**config.mk**
```make
export PLATFORM = sky130hd
export DESIGN_NAME = input_capture_mc
export DESIGN_NICKNAME = d
export VERILOG_FILES = /design/src/rtl/input_capture_pkg.sv /design/src/rtl/input_capture_channel.sv /design/src/rtl/input_capture_mc.sv
export SDC_FILE = /design/constraint.sdc
export NUM_CORES = 1
export LEC_CHECK = 0
export BUFFER_PORTS_ARGS = -buffer_cell sky130_fd_sc_hd__buf_2
export CAP_MARGIN = 20
export CORE_ASPECT_RATIO = 1.1
export CORE_UTILIZATION = 48
export CTS_BUF_LIST = sky130_fd_sc_hd__clkbuf_4 sky130_fd_sc_hd__clkbuf_8
export DETAILED_ROUTE_END_ITERATION = 8
export GPL_TIMING_DRIVEN = 1
export PLACE_DENSITY_LB_ADDON = 0.12
export SKIP_CTS_REPAIR_TIMING = 1
export SYNTH_ARGS = -nofsm -noshare
export SYNTH_HDL_FRONTEND = slang
export SYNTH_SLANG_ARGS = --single-unit
```
**constraint.sdc**
```tcl
create_clock -name iClk -period 1.4 [get_ports iClk]
set_input_delay 0.07 -clock iClk [delete_from_list [all_inputs] [get_ports iClk]]
set_output_delay 0.07 -clock iClk [all_outputs]
set_load 0.01 [all_outputs]
```
**src/rtl/input_capture_pkg.sv**
```systemverilog
// Shared definitions for the multi-channel input-capture unit: edge-select
// encodings, synchroniser depth floor and the edge-match helper.
package input_capture_pkg;

    typedef enum logic [1:0] {
        MODO_OFF  = 2'b00,
        MODO_RISE = 2'b01,
        MODO_FALL = 2'b10,
        MODO_BOTH = 2'b11
    } modo_e;

    localparam int MIN_SYNC_STAGES = 2;

    // True when the transition prevLevel -> curLevel matches the selected edge type.
    function automatic logic edgeMatch(input logic [1:0] modo,
                                       input logic       prevLevel,
                                       input logic       curLevel);
        logic hit;
        case (modo)
            MODO_OFF:  hit = 1'b0;
            MODO_RISE: hit = ~prevLevel & curLevel;
            MODO_FALL: hit = prevLevel & ~curLevel;
            MODO_BOTH: hit = prevLevel ^ curLevel;
            default:   hit = 1'b0;
        endcase
        return hit;
    endfunction

endpackage

```
**src/rtl/input_capture_channel.sv**
```systemverilog
// One capture channel: synchroniser, optional glitch filter (enabled by
// INPUT_CAPTURE_GLITCH_FILTER_EN), edge detect and capture/flag/overrun state.
module input_capture_channel
    import input_capture_pkg::*;
#(
    parameter int WIDTH       = 8,
    parameter int SYNC_STAGES = 2,
    parameter int FILTER_LEN  = 3
) (
    input  logic             iClk,
    input  logic             iReset,
    input  logic             iEstimulo,
    input  logic [WIDTH-1:0] ivCuenta,
    input  logic [1:0]       ivModo,
    input  logic             iAck,
    output logic [WIDTH-1:0] ovCaptura,
    output logic             oCapturaFlag,
    output logic             oOverrun
);

    // Shallower chains are not metastability-safe, so depth is floored.
    localparam int SYNC_N = (SYNC_STAGES < MIN_SYNC_STAGES) ? MIN_SYNC_STAGES : SYNC_STAGES;

    logic [SYNC_N-1:0] syncChain_r;
    logic              syncLevel_s;
    logic              level_s;
    logic              prevLevel_r;
    logic              event_s;
    logic [WIDTH-1:0]  capture_r;
    logic              flag_r;
    logic              overrun_r;

    assign syncLevel_s = syncChain_r[SYNC_N-1];

    // Stimulus synchroniser chain.
    always_ff @(posedge iClk) begin
        if (iReset) begin
            syncChain_r <= '0;
        end else begin
            syncChain_r <= {syncChain_r[SYNC_N-2:0], iEstimulo};
        end
    end

`ifdef INPUT_CAPTURE_GLITCH_FILTER_EN
    localparam int                FILT_W    = $clog2(FILTER_LEN + 1);
    localparam logic [FILT_W-1:0] FILT_LAST = FILT_W'(FILTER_LEN - 1);

    logic [FILT_W-1:0] filtCnt_r;
    logic              filtLevel_r;

    // Filtered level flips on the FILTER_LEN-th consecutive differing sample.
    always_ff @(posedge iClk) begin
        if (iReset) begin
            filtCnt_r   <= '0;
            filtLevel_r <= 1'b0;
        end else if (syncLevel_s != filtLevel_r) begin
            if (filtCnt_r == FILT_LAST) begin
                filtCnt_r   <= '0;
                filtLevel_r <= syncLevel_s;
            end else begin
                filtCnt_r   <= filtCnt_r + FILT_W'(1);
            end
        end else begin
            filtCnt_r <= '0;
        end
    end

    assign level_s = filtLevel_r;
`else
    assign level_s = syncLevel_s;
`endif

    // Previous-level register for edge detection.
    always_ff @(posedge iClk) begin
        if (iReset) begin
            prevLevel_r <= 1'b0;
        end else begin
            prevLevel_r <= level_s;
        end
    end

    // Mode is applied combinationally so a change acts on the current edge.
    always_comb begin
        event_s = edgeMatch(ivModo, prevLevel_r, level_s);
    end

    // Capture, flag and overrun update in priority order.
    always_ff @(posedge iClk) begin
        if (iReset) begin
            capture_r <= '0;
            flag_r    <= 1'b0;
            overrun_r <= 1'b0;
        end else if (event_s && (!flag_r || iAck)) begin
            capture_r <= ivCuenta;
            flag_r    <= 1'b1;
        end else if (event_s) begin
            overrun_r <= 1'b1;
        end else if (iAck) begin
            flag_r    <= 1'b0;
            overrun_r <= 1'b0;
        end else begin
            capture_r <= capture_r;
        end
    end

    assign ovCaptura    = capture_r;
    assign oCapturaFlag = flag_r;
    assign oOverrun     = overrun_r;

endmodule

```
**src/rtl/input_capture_mc.sv**
```systemverilog
// Multi-channel input capture on a shared count bus; glitch filter selected by
// INPUT_CAPTURE_GLITCH_FILTER_EN.
module input_capture_mc
    import input_capture_pkg::*;
#(
    parameter int WIDTH       = 8,
    parameter int CHANNELS    = 4,
    parameter int SYNC_STAGES = 2,
    parameter int FILTER_LEN  = 3
) (
    input  logic                      iClk,
    input  logic                      iReset,
    input  logic [CHANNELS-1:0]       ivEstimulo,
    input  logic [WIDTH-1:0]          ivCuenta,
    input  logic [2*CHANNELS-1:0]     ivModo,
    input  logic [CHANNELS-1:0]       ivAck,
    output logic [CHANNELS*WIDTH-1:0] ovCaptura,
    output logic [CHANNELS-1:0]       ovCapturaFlag,
    output logic [CHANNELS-1:0]       ovOverrun
);

    for (genvar n = 0; n < CHANNELS; n++) begin : gCanal
        input_capture_channel #(
            .WIDTH       (WIDTH),
            .SYNC_STAGES (SYNC_STAGES),
            .FILTER_LEN  (FILTER_LEN)
        ) uCanal (
            .iClk         (iClk),
            .iReset       (iReset),
            .iEstimulo    (ivEstimulo[n]),
            .ivCuenta     (ivCuenta),
            .ivModo       (ivModo[2*n +: 2]),
            .iAck         (ivAck[n]),
            .ovCaptura    (ovCaptura[WIDTH*n +: WIDTH]),
            .oCapturaFlag (ovCapturaFlag[n]),
            .oOverrun     (ovOverrun[n])
        );
    end

endmodule

```
==> flow_metrics.tcl, run 1 <==
set metrics [dict create \
    outcome "finished with violations" \
    violations "negative hold slack, negative setup slack" \
    drv_slew 0 \
    utilization_pct 66.3 \
    insertion_delay_ns 0.30 \
    holdCritPathClass "in -> reg" \
    p_per_area_nw_per_um2 972 \
    clock_skew_ns 0.00474 \
    grt_pass1_wl_microns 6730 \
    fp.dieH_microns 73.4 \
    initial_core_util_pct 50.9 \
    globalRoute.totalOverflow 0 \
    crit_arrival_ns 1.62 \
    synth.area.top_cells "dfxtp_1 47%, mux2i_1 14%, nand2b_1 14%" \
    slew_headroom_pct 69.8 \
    routed_wl_microns 4340 \
    clock_path_buffers 2 \
    core_area_sq_um 4380 \
    grtUsageMet1_pct 22.7 \
    cp-end-kind "flop" \
    firstDrtPassIters 4 \
    syn_avg_cell_area_sq_um 10.3 \
    finalCritPeriodShare_pct 103 \
    fill_cells 375 \
    worst_slack_ns -0.0399 \
    grt_max_degree 36 \
    boundaryPins 66 \
    area_growth_pct 30.4 \
    max_freq_mhz 694 \
    die_w_microns 66.9 \
    required_ns 1.58 \
    peakVddDrop_mv 0.699 \
    power.leakage_nw 1.50 \
    grt_antenna_before_repair 0 \
    yosysUniqueCellTypes 17 \
    placementRows 25 \
    drive_gt1_share_pct 37.5 \
    gp_congestion 0.739 \
    vias_per_cell 4.86 \
    ys_top_cells_by_count "52 x dfxtp_1, 50 x nand2b_1, 32 x mux2i_1" \
    grt_setup_unrepaired "yes" \
    grtUsageMet3_pct 6.37 \
    cp-start-kind "flop" \
    fin_hold_ws_ns -0.00421 \
    total_power_mw 2.82 \
    grt_most_used_layer "met2" \
    num_antenna_cells 0 \
    synth_warnings 0 \
    synth_seq_cells 52 \
    num_vias 1677 \
    cts_tree "built" \
    grt_usage_pct 18.3 \
    ys.flop_type "dfxtp_1" \
    worstSetupPathType "reg -> reg" \
    grt_pass1_vias 1518 \
    die_area_sq_um 4920 \
    syn_area_sq_um 2230 \
    cts_made_buffers 5 \
    portBuffers 65 \
    synth-edff-count 0 \
    cts_sinks 52 \
    yosysMostFrequentCell "dfxtp_1" \
    synth_cells 217 \
    ctsRootBufferMaster "clkbuf_8" \
    grt_util_met2_pct 29.4 \
    setup_viol_count_final 8 \
    htree_levels 2 \
    clk_pin_slew_ns 0.08 \
    dp_hpwl_microns 2980 \
    syn-num-nets 251 \
    async_flop_share_pct 0 \
    drv_cap 0 \
    final_nets 325 \
    tns_ns -0.264 \
    drt-initial-drc-count 45 \
    hold_viol 1 \
    cp_max_fo 8 \
    synth_top_area_share_pct 46.7 \
    yosysSeqAreaShare_pct 46.7 \
    ant_nets 0 \
    worst_slew_pin_slew_ns 0.453 \
    drc 0 \
    wl_per_cell_microns 12.6 \
    synth_top_cell_by_area "dfxtp_1" \
    period_needed_ns 1.44 \
]
==> where the power goes <==
part	internal (mW)	total (mW)	leakage (nW)	switching (mW)
Combinational	0.197	0.368	1.02	0.171
Sequential	1.54	1.56	0.426	0.0274
Clock	0.441	0.890	0.0503	0.449
Total	2.17	2.82	1.50	0.648
==> per-stage QoR <==
stage,instances,cell area (sq um),setup WS [ns]
5_1_grt,345,2900,-0.123
2_1_floorplan,217,2230,0.0149
4_1_cts,335,2700,-0.121
3_5_place_dp,328,2610,-0.111
6_report,345,2900,-0.0399
3_3_place_gp,328,2610,-0.0596
==> metal layers <==
metal,part of all wire [%],vias up
met5,0,-
met4,1.4,0
met3,5.9,5
met2,48,43
met1,44,775
li1,-,854
==> area by class of cell <==
class	instances	area (sq um)	area share (%)
Sequential cell	52	1050	36.1
Inverter	8	30.0	1.03
Tap cell	54	67.6	2.33
Multi-Input combinational cell	143	1150	39.5
Clock buffer	7	96.3	3.32
Timing Repair Buffer	81	515	17.8
==> flip-flops by register name, indices dropped and copies added (netlist names) <==
signal and count:
gCanal.uCanal.prevLevel_r 4, gCanal.uCanal.ovCaptura 32, gCanal.uCanal.oCapturaFlag 4, gCanal.uCanal.oOverrun 4, gCanal.uCanal.syncChain_r 8
==> final timing paths <==
check / startpoint / depth (start not counted) / endpoint / slack (ns)
min reg2reg: gCanal[2].uCanal.syncChain_r[0]$_SDFF_PP0_ / 1 / gCanal[2].uCanal.syncChain_r[1]$_SDFF_PP0_ / 0.44
min: ivEstimulo[3] / 2 / gCanal[3].uCanal.syncChain_r[0]$_SDFF_PP0_ / -0.004
max reg2reg: gCanal[3].uCanal.prevLevel_r$_SDFF_PP0_ / 7 / gCanal[3].uCanal.ovCaptura[4]$_SDFFE_PP0P_ / -0.04
max: gCanal[3].uCanal.prevLevel_r$_SDFF_PP0_ / 7 / gCanal[3].uCanal.ovCaptura[4]$_SDFFE_PP0P_ / -0.04
==> logic make-up (layout without fill, tap and decap cells) <==
group,Yosys count,after routing,share of synthesized area (%)
AND/OR/NAND/NOR,75,75,19.2
buffers and inverters,22,96,5.06
AO/OA/AOI/OAI,28,28,10.2
flip-flops,52,52,46.7
multiplexers,32,32,14.4
adder cells (fa/ha/maj),8,8,4.49
==> critical path, cell delays in order, from the launching register on <==
cell and delay (ns):
dfxtp_2 0.34, inv_1 0.04, ha_1 0.27, nand2b_4 0.15, a21boi_4 0.19, o21ai_4 0.08
buf_12 0.15, mux2i_1 0.11
==> layout by cell type, fill, tap and decap left out, types with 6 or more instances in the layout <==
master	count
dfxtp_1	46
nor2_1	12
mux2i_1	32
dfxtp_2	6
nor2b_1	8
clkbuf_8	7
buf_2	65
buf_4	8
a21oi_1	8
nand2b_1	47
Power figures use the tool's default switching activity.
==> run 2: changes to the inputs <==
Settings changed: BUFFER_PORTS_ARGS -buffer_cell sky130_fd_sc_hd__buf_2 to -buffer_cell sky130_fd_sc_hd__buf_4.
==> run 2 against run 1 <==
Compared with the run above: clock-buffer cell count rose by 1; the flow finishes with violations (negative hold slack); utilization rose by 3.3 points; hold slack got worse by 0.011 ns; critical path type unchanged; die area did not move.
==> flow_metrics.tcl, run 2 (same netlist as run 1, synthesis figures left out) <==
set metrics [dict create \
    drc 0 \
    die_area_sq_um 4920 \
    grt_setup_unrepaired "yes" \
    p_per_area_nw_per_um2 942 \
    clock_skew_ns 0.00834 \
    cp_max_fo 8 \
    cts_made_buffers 5 \
    period_needed_ns 1.39 \
    slowest_stage "dfxtp_2" \
    final_nets 318 \
    globalRoute.totalOverflow 0 \
    ant_nets 0 \
    drv_cap 0 \
    cpLargestDelayFamily "flip-flops" \
    drv_slew 0 \
    boundaryPins 66 \
    portBuffers 65 \
    required_ns 1.59 \
    cts_sinks 52 \
    drt-initial-drc-count 51 \
    core_area_sq_um 4380 \
    finalCritPeriodShare_pct 99.6 \
    ctsRootBufferMaster "clkbuf_8" \
    largest_register_ffs 32 \
    cp-start-kind "flop" \
    fp.dieH_microns 73.4 \
    slowest_delay_ns 0.35 \
    fill_cells 362 \
    fin_cells 339 \
    final_common_cell "buf_4" \
    dp_hpwl_microns 2980 \
    max_freq_mhz 717 \
    placementRows 25 \
    gp_congestion 0.760 \
    initial_core_util_pct 50.9 \
    clk_pin_slew_ns 0.09 \
    worst_slew_pin_slew_ns 0.423 \
    path_cells "inv_2 > ha_4 > nand2b_4 > a21boi_4 > o21ai_4 > buf_12 > mux2i_1" \
    grt_max_degree 55 \
    insertion_delay_ns 0.30 \
    vias_per_cell 4.82 \
    power.leakage_nw 1.48 \
    grt_usage_pct 18.2 \
    grt_pass1_vias 1437 \
    wl_per_cell_microns 12.9 \
    cp_num_buf_inv 2 \
    hold_viol 3 \
    htree_levels 2 \
    slew_headroom_pct 71.8 \
    drive_gt1_share_pct 41.1 \
    setup_viol_count_final 0 \
    die_w_microns 66.9 \
    num_vias 1634 \
    outcome "finished with violations" \
    violations "negative hold slack" \
    routed_wl_microns 4370 \
    final_cell_mix "68 x buf_4, 47 x nand2b_1, 44 x dfxtp_1" \
    area_growth_pct 36.8 \
    dp_cells 326 \
    holdCritPathClass "in -> reg" \
    grt_antenna_before_repair 0 \
    firstDrtPassIters 4 \
    fin_hold_ws_ns -0.0148 \
    worstSetupPathType "reg -> reg" \
    cp-end-kind "flop" \
    utilization_pct 69.6 \
    cts_tree "built" \
    grt_pass1_wl_microns 6690 \
    num_antenna_cells 0 \
    clock_path_buffers 2 \
    crit_arrival_ns 1.58 \
    peakVddDrop_mv 0.806 \
]
-- run 2: final timing paths --
check	start	to	slack [ns]	cells after the start
worst max-delay path	gCanal[2].uCanal.prevLevel_r$_SDFF_PP0_	gCanal[2].uCanal.ovCaptura[6]$_SDFFE_PP0P_	0.006	7
worst min-delay path	ivEstimulo[1]	gCanal[1].uCanal.syncChain_r[0]$_SDFF_PP0_	-0.01	2
worst max register to register	gCanal[2].uCanal.prevLevel_r$_SDFF_PP0_	gCanal[2].uCanal.ovCaptura[6]$_SDFFE_PP0P_	0.006	7
worst min register to register	gCanal[3].uCanal.syncChain_r[0]$_SDFF_PP0_	gCanal[3].uCanal.syncChain_r[1]$_SDFF_PP0_	0.44	1
-- run 2: routing by layer --
layer	track usage (%)	up-vias	share of wire (%)
met3	6.37	7	5.8
met5	0	-	0
met2	28.6	43	47
met1	23.4	751	46
li1	-	833	-
met4	5.67	0	1.2
-- run 2: layout make-up --
type / instances / area, sq um / share of cell area [%]
multi-input combinational: 143 / 1190 / 39.0
sequential: 52 / 1050 / 34.5
timing repair buffer: 74 / 613 / 20.1
clock buffer: 8 / 97.6 / 3.20
tap: 54 / 67.6 / 2.22
inverter: 8 / 30.0 / 0.986
-- run 2: where the power goes --
group,switching (mW),total [mW],internal (mW)
registers,0.0319,1.57,1.54
clock network,0.458,0.901,0.443
logic,0.172,0.401,0.229
-- run 2: metrics by stage --
step	instance area (sq um)	TNS (ns)	total power, mW	worst slack [ns]
after floorplan	2230	0	1.79	0.0149
after detailed placement	2740	-1.81	1.95	-0.102
after global placement	2740	-1.06	1.95	-0.0565
after global routing	3050	-0.842	3.00	-0.0566
after CTS	2840	-2.54	2.84	-0.120
final	3050	0	2.87	0.00555
